===== src/rtl/lsu_ctrl.sv =====
// Load/store sequencer between EX/MEM and a single-ported data-memory bus.
// Runs one req/ack access per load or store and stalls the pipeline while the
// access is in flight. Builds byte enables, moves store data onto its byte
// lanes and right-justifies load data into mrd. Aborts with bus_err if no ack
// arrives within TimeoutCycles cycles.
// Build option LSU_MISALIGN_TRAP_EN: when defined, a misaligned access issues
// no bus cycle and pulses misalign instead. When undefined, the low address
// bits are masked to the access size and misalign is tied low.
`timescale 1ns/1ps

module lsu_ctrl #(
    parameter int WordSize      = 32,
    parameter int TimeoutCycles = 16
) (
    input  logic                clk,
    input  logic                rstn,
    input  logic                mem_rd,
    input  logic                mem_wr,
    input  logic [1:0]          size,
    input  logic [WordSize-1:0] addr,
    input  logic [WordSize-1:0] wdata,
    output logic                bus_req,
    output logic                bus_we,
    output logic [WordSize-1:0] bus_addr,
    output logic [3:0]          bus_be,
    output logic [WordSize-1:0] bus_wdata,
    input  logic                bus_ack,
    input  logic [WordSize-1:0] bus_rdata,
    output logic                stall,
    output logic [WordSize-1:0] mrd,
    output logic                misalign,
    output logic                bus_err
);

    localparam int CntW = (TimeoutCycles > 1) ? $clog2(TimeoutCycles) : 1;
    localparam logic [CntW-1:0] CntLast = CntW'(TimeoutCycles - 1);

    typedef enum logic [1:0] {
        IDLE = 2'd0,
        REQ  = 2'd1,
        DONE = 2'd2
    } state_t;

    state_t          state;
    logic [CntW-1:0] cnt;
    logic [1:0]      off_q;
    logic [1:0]      size_q;

    logic            req_any;
    logic            is_half;
    logic            is_word;
    logic [1:0]      off;
    logic            start;

    // Byte enables for an access of the given size at the given lane offset.
    function automatic logic [3:0] lane_be(input logic [1:0] sz, input logic [1:0] lo);
        case (sz)
            2'd0:    return 4'b0001 << lo;
            2'd1:    return 4'b0011 << lo;
            default: return 4'b1111;
        endcase
    endfunction

    // Move right-justified store data up to its byte lanes.
    function automatic logic [WordSize-1:0] lane_align(input logic [WordSize-1:0] d,
                                                       input logic [1:0] lo);
        return d << {lo, 3'b000};
    endfunction

    // Pull the addressed lane(s) down to bit 0 and clear everything above the size.
    function automatic logic [WordSize-1:0] lane_extract(input logic [WordSize-1:0] d,
                                                         input logic [1:0] sz,
                                                         input logic [1:0] lo);
        logic [WordSize-1:0] t;
        t = d >> {lo, 3'b000};
        case (sz)
            2'd0:    return {{(WordSize-8){1'b0}}, t[7:0]};
            2'd1:    return {{(WordSize-16){1'b0}}, t[15:0]};
            default: return t;
        endcase
    endfunction

    assign req_any = mem_rd | mem_wr;
    assign is_half = (size == 2'd1);
    assign is_word = size[1];
    // Lane offset with the bits below the access size forced to zero; for an
    // aligned access this is just addr[1:0].
    assign off     = is_word ? 2'b00 : (is_half ? {addr[1], 1'b0} : addr[1:0]);

`ifdef LSU_MISALIGN_TRAP_EN
    logic misal;
    assign misal = (is_half & addr[0]) | (is_word & (addr[1:0] != 2'b00));
    assign start = req_any & ~misal;
`else
    assign start = req_any;
`endif

    // Freeze the pipeline from the presenting cycle through the last REQ cycle;
    // reset releases it immediately.
    assign stall = rstn & (((state == IDLE) & start) | (state == REQ));

    // Access sequencer: launch in IDLE, wait for ack or timeout in REQ, one DONE cycle.
    always_ff @(posedge clk or negedge rstn) begin
        if (!rstn) begin
            state     <= IDLE;
            cnt       <= '0;
            off_q     <= 2'b00;
            size_q    <= 2'b00;
            bus_req   <= 1'b0;
            bus_we    <= 1'b0;
            bus_addr  <= '0;
            bus_be    <= 4'b0000;
            bus_wdata <= '0;
            mrd       <= '0;
            bus_err   <= 1'b0;
        end else begin
            bus_err <= 1'b0;
            case (state)
                IDLE: begin
                    if (start) begin
                        bus_addr  <= {addr[WordSize-1:2], 2'b00};
                        bus_be    <= lane_be(size, off);
                        bus_wdata <= lane_align(wdata, off);
                        bus_we    <= mem_wr;
                        bus_req   <= 1'b1;
                        off_q     <= off;
                        size_q    <= size;
                        cnt       <= '0;
                        state     <= REQ;
                    end
                end
                REQ: begin
                    if (bus_ack) begin
                        if (!bus_we) begin
                            mrd <= lane_extract(bus_rdata, size_q, off_q);
                        end
                        bus_req <= 1'b0;
                        state   <= DONE;
                    end else if (cnt == CntLast) begin
                        bus_req <= 1'b0;
                        bus_err <= 1'b1;
                        state   <= DONE;
                    end else begin
                        cnt <= cnt + CntW'(1);
                    end
                end
                DONE: begin
                    state <= IDLE;
                end
                default: begin
                    state <= IDLE;
                end
            endcase
        end
    end

`ifdef LSU_MISALIGN_TRAP_EN
    // Flag a misaligned request seen in IDLE; it never reaches the bus.
    always_ff @(posedge clk or negedge rstn) begin
        if (!rstn) begin
            misalign <= 1'b0;
        end else begin
            misalign <= (state == IDLE) & req_any & misal;
        end
    end
`else
    assign misalign = 1'b0;
`endif

endmodule

===== config.mk =====
export PLATFORM = sky130hd
export DESIGN_NAME = lsu_ctrl
export DESIGN_NICKNAME = d
export VERILOG_FILES = /design/src/rtl/lsu_ctrl.sv
export SDC_FILE = /design/constraint.sdc
export NUM_CORES = 1
export LEC_CHECK = 0
export BUFFER_PORTS_ARGS = -buffer_cell sky130_fd_sc_hd__buf_4
export CAP_MARGIN = 20
export CORE_AREA = 3 3 114 116
export CTS_CLUSTER_DIAMETER = 50
export DETAILED_ROUTE_END_ITERATION = 8
export DIE_AREA = 0 0 117 119
export PLACE_DENSITY = 0.75
export SYNTH_ARGS = -nofsm -noshare
export SYNTH_HDL_FRONTEND = slang
export SYNTH_SLANG_ARGS = --single-unit

===== constraint.sdc =====
create_clock -name clk -period 1.7 [get_ports clk]
set_input_delay 0.255 -clock clk [delete_from_list [all_inputs] [get_ports clk]]
set_output_delay 0.255 -clock clk [all_outputs]
set_load 0.005 [all_outputs]

# Word level (Yosys, flattened, before mapping)
# Index checks and enable logic that the tools add are counted.
# totals
register_bits	111
in_bits	103
out_inout_bits	105
word_cells	57
# classes
n_addsub	1
eq_ne	8
shifts	4
muxes	19
bitwise	5
reduce_logical	9
# ops
op	count
$pmux 32 s2	1
$shl 32x5->32	1
$shr 32x5->32	1
$pmux 4 s2	2
$mux 4	3
$mux 2	4
$mux 1	7
$eq 2x1->1 const B	3
$logic_not 2->1	3
$ne 2x2->1 const B	3
$reduce_and 3->1	2
$add 4x1->4 const B	1
$eq 4x4->1 const B	1
$pmux 2 s2	1
$reduce_and 2->1	2
$reduce_and 4->1	1
$shl 1x2->4 const A	1
$shl 2x2->4 const A	1
$ne 3x2->1 const B	1
$and 1x1->1	2
$or 1x1->1	2
$pmux 1 s2	1
$reduce_bool 2->1	1
$not 1->1	1

# Longest topological paths before layout
# logic_depth
ltp_word	5
ltp_mapped	6
mapped_depth_nobuf	5

# Worst setup path before layout
# OpenSTA, ideal clock, no wires.
# synth_timing
path_kind	reg2reg
from	register off_q[0]
to	register mrd[7]
setup_ns	0.125
t_arrival_ns	1.469
required_ns	1.575
path_slack_ns	0.106
path_stages_with_launch	7
path_buffers	3
period_less_slack_ns	1.594
cell_sequence	dfrtp_1 buf_2 buf_4 buf_2 mux2i_1 a21oi_1 mux2_2
# synth_between
elab_chain_cells	2
# synth_rtl
item	line_no	text
start, declared	46	logic [1:0] off_q;
start signal, assigned	107	off_q <= 2'b00;
start signal, assigned	126	off_q <= off;
$shr 32x5->32	75	t = d >> {lo, 3'b000};
$pmux 32 s2	76	case (sz)
end signal, assigned	135	mrd <= lane_extract(bus_rdata, size_q, off_q);
end, declared	30	output logic [WordSize-1:0] mrd,
# No other way between the ends.
# A chain may end at the register's enable or synchronous reset.

# Worst setup path in the final report
# layout_timing
from	register state[0]
to	output stall
# layout_between
elab_chain_cells	4
word_cells_on_any_way	5
classes_between	1 x eq/ne; 3 x bitwise; 1 x reduce/logical
# layout_rtl
item	line_no	text
start, declared	44	state_t state;
start signal, assigned	105	state <= IDLE;
start signal, assigned	129	state <= REQ;
start signal, assigned	138	state <= DONE;
$logic_not 2->1	100	assign stall = rstn & (((state == IDLE) & start) | (state == REQ));
$and 1x1->1	100	
$or 1x1->1 *	100	
$and 1x1->1 *	100	
end, declared	29	output logic stall,
# Every way passes the cells marked *; elsewhere a longest branch is shown, timed or not.

==> results.txt <==
The tree is rooted in a sky130_fd_sc_hd__clkbuf_16. Dividing total power by cell area gives a power density of 1616 nW/um2. Setup repair after global routing left no endpoint under its margin.

The area of the mapped netlist came out at 5248 um2. The endpoint class of the critical path is an output port. The time the worst path needs with I/O delays and setup is 1618 ps. The routability congestion estimate is 0.9061. The fraction of power consumed by the clock network is 17.1%. The setup TNS came out at 0 ps. The height of the chip came out at 119 um.

The sequential group share of total power came out at 39.0%. After detailed routing, the average wire length per cell comes to 17.17 um. The antenna violation net count after detailed routing came out at 0. The maximum buffer depth of the clock tree came out at 2. For this configuration, the core starts out at a cell density of 43.69%. The slew at the pin closest to its max-slew limit came out at 630.0 ps.

The mean instance size in the synthesized netlist came out at 9.337 um2. The timing-limited maximum frequency came out at 0.6180 GHz. The number of buffers added by the clock tree synthesis step came out at 9. The sequential area share after synthesis came out at 52.93%.

Measured along the x axis, the die boundary spans 117 um. The completed layout was analyzed and its total power is 11.78 mW. After clock tree synthesis, the setup repair step added 0 buffers.

The final cycle utilization of the critical path came out at 95.19%. The detailed-router iteration count before antenna repair is 5. The via count of the first global-routing pass is 4874. The first global-routing pass estimated 24930 um of wire. The critical-path maximum fanout came out at 4. The sum of routed wire length over all layers came out at 15540 um. The number of design rule violations left after detail routing is 0. The tightest hold margin came out at -38.68 ps. The run finished, with violations left. The library cells used most frequently in the layout, excluding fill and tap cells, are 216 x sky130_fd_sc_hd__buf_4, 163 x sky130_fd_sc_hd__nand2_1, 111 x sky130_fd_sc_hd__dfrtp_1, 47 x sky130_fd_sc_hd__o21ai_0, 26 x sky130_fd_sc_hd__mux2i_1.

The proportion of power drawn by combinational gates is 43.8%. The number of port buffers came out at 204. IR analysis of the VDD net gives a maximum drop of 0.7561 mV.

Among all flip-flop cells after synthesis, the most frequent one is sky130_fd_sc_hd__dfrtp_1. The clock skew came out at 7.611 ps. The total number of vias is 4862.

The number of antenna violations at the first check in global routing is 0. The worst setup slack after layout came out at 81.84 ps. The number of hold buffers added after CTS is 0. The final reports fail on hold timing. The total internal power came out at 7.594 mW. Counting flops with a built-in enable in the synthesized netlist gives 0. The overall die area came out at 13920 um2. The net load switching power is 4.183 mW.

The number of hold violations in the final report is 15. The share of post-route cells with drive strength above 1 is 33.91%. The max-capacitance violation count came out at 0. The HPWL after detailed placement is 11510 um. The area of all placed cells without fillers is 7286 um2. The H-tree was split into 3 levels.

Clock tree synthesis found a total of 111 sinks. The library cell used most frequently in the layout, excluding fill and tap cells, is sky130_fd_sc_hd__buf_4. The number of synthesis warnings came out at 0. The floorplan step defined a core boundary enclosing 12010 um2. The post-synthesis async set-or-reset flop share is 100.0%.

In this run the worst hold path is classified as in -> async. The worst slack at placement came out at 88.69 ps. 208 I/O pins were placed.

The classification of the worst setup path is reg -> out. The final setup violation count came out at 0. The clock edge transition at the registers on the reported setup and hold paths came out at 70 ps. The maximum number of pins on one net before global-route repair is 112. The number of distinct library cell variants in the gate-level netlist after synthesis came out at 38.

The worst relative slew slack is 58.00%. For this run, the total global-route usage over all layers was measured as 22.25%. The vias per cell came out at 5.372. The switching power as a share of total power is 35.52%. The total inserted antenna cells came out at 0. The synthesis-to-layout area growth came out at 38.84%. The number of rows created at floorplan is 40. The utilization after layout is 60.66%. The required time at the worst-slack endpoint came out at 1440 ps.

The register bit total from synthesis is 111. TritonCTS built the clock tree. Once placement finished, the instance area stood at 6999 um2. STA classifies the critical path startpoint as a register. The max-slew violation count is 0. The later-pin clock latency in the skew report is 340 ps. Summed over all layers, the global routing overflow is 0.

The static power due to leakage is 3.582 nW. The data arrival time of the critical path came out at 1360 ps. The layout net count came out at 857.

After the first detailed-routing iteration, the DRC count stood at 404. The synthesized netlist cell count is 562.
-- stage by stage --
stage / std cells / hold WS, ps
after floorplan: 564 / -40.59
after global placement: 889 / 406.4
after detailed placement: 889 / 409.0
after CTS: 905 / 31.21
after global routing: 905 / 58.18
final: 905 / -38.68
-- power groups by stage --
| stage | Clock (mW) | Combinational, mW | Sequential, mW |
|---|---|---|---|
| finish | 2.02 | 5.16 | 4.60 |
| global route | 2.18 | 5.75 | 4.74 |
| CTS | 2.06 | 5.23 | 4.60 |
| detailed placement | 0 | 5.23 | 4.64 |
| global placement | 0 | 5.08 | 4.60 |
| floorplan | 0 | 2.32 | 4.56 |
-- kinds of logic after synthesis --
family	count (synthesis)	share of synthesized area, %
multiplexers	42	8.393
flip-flops	111	52.93
buffers and inverters	46	3.839
other	1	0.07146
AND/OR/NAND/NOR	234	19.39
adder cells (fa/ha/maj)	1	0.2384
XOR/XNOR	1	0.1669
AO/OA/AOI/OAI	126	14.97
-- worst paths after layout --
kind / from / end / slack, ps / cells after the start
setup / recovery: state[0] / stall / 80 / 5
hold / removal: rstn / cnt[2] / -40 / 2
setup reg to reg: state[1] / mrd[22] / 130 / 4
hold reg to reg: bus_addr[13] / bus_addr[13] / 480 / 2
max in group asynchronous: rstn / mrd[16] / 1230 / 2
min in group clk: addr[7] / bus_addr[7] / 100 / 3
-- sequential cells by signal, summed over array words and instances (netlist names) --
| name | flops |
|---|---|
| bus_wdata | 32 |
| cnt | 4 |
| bus_req | 1 |
| off_q | 2 |
| bus_addr | 30 |
| state | 2 |
| bus_we | 1 |
| bus_be | 4 |
| bus_err | 1 |
| size_q | 2 |
| mrd | 32 |
-- metal layers --
layer / GRT usage [%] / vias to the layer above / share of wire (%)
li1: - / 2306 / -
met1: 30.97 / 2302 / 42
met2: 35.06 / 239 / 47
met3: 4.522 / 15 / 9.8
met4: 6.595 / 0 / 1.2
met5: 0 / - / 0
-- cell type report --
| class | count | area [um2] |
|---|---|---|
| fill | 1015 | 4726 |
| sequential | 111 | 2778 |
| multi-input combinational | 407 | 2291 |
| timing repair buffer | 222 | 1742 |
| clock buffer | 11 | 242.7 |
| tap | 147 | 183.9 |
| clock inverter | 5 | 41.29 |
| inverter | 2 | 7.507 |
-- cells in the mapped netlist, types with 6 or more instances --
master / n / share of area (%)
sky130_fd_sc_hd__dfrtp_1: 111 / 53
sky130_fd_sc_hd__a21oi_1: 21 / 2.0
sky130_fd_sc_hd__nand3_1: 18 / 1.7
sky130_fd_sc_hd__mux2_2: 16 / 3.4
sky130_fd_sc_hd__nor3_1: 7 / 0.67
sky130_fd_sc_hd__a22o_1: 17 / 2.8
sky130_fd_sc_hd__o21ai_0: 47 / 4.5
sky130_fd_sc_hd__o22ai_1: 10 / 1.2
sky130_fd_sc_hd__nand2_1: 163 / 12
sky130_fd_sc_hd__mux2i_1: 26 / 5.0
sky130_fd_sc_hd__buf_2: 8 / 0.76
sky130_fd_sc_hd__nor2_1: 20 / 1.4
sky130_fd_sc_hd__a211oi_1: 8 / 1.1
sky130_fd_sc_hd__clkbuf_1: 31 / 2.2
sky130_fd_sc_hd__o21a_1: 6 / 0.86
sky130_fd_sc_hd__nor2b_1: 10 / 1.2
-- what timing repair did --
item	in CTS	in global routing
resized for setup	0	2
setup endpoints to repair	0	9
hold endpoints to repair	0	0
-- critical path, stage by stage, from the launching register on --
cell and delay [ps]:
sky130_fd_sc_hd__dfrtp_1 390, sky130_fd_sc_hd__nor2_1 140, sky130_fd_sc_hd__buf_4 160, sky130_fd_sc_hd__o21ai_4 60
sky130_fd_sc_hd__a21boi_1 140, sky130_fd_sc_hd__buf_4 130
(Power assumes the default switching activity.)
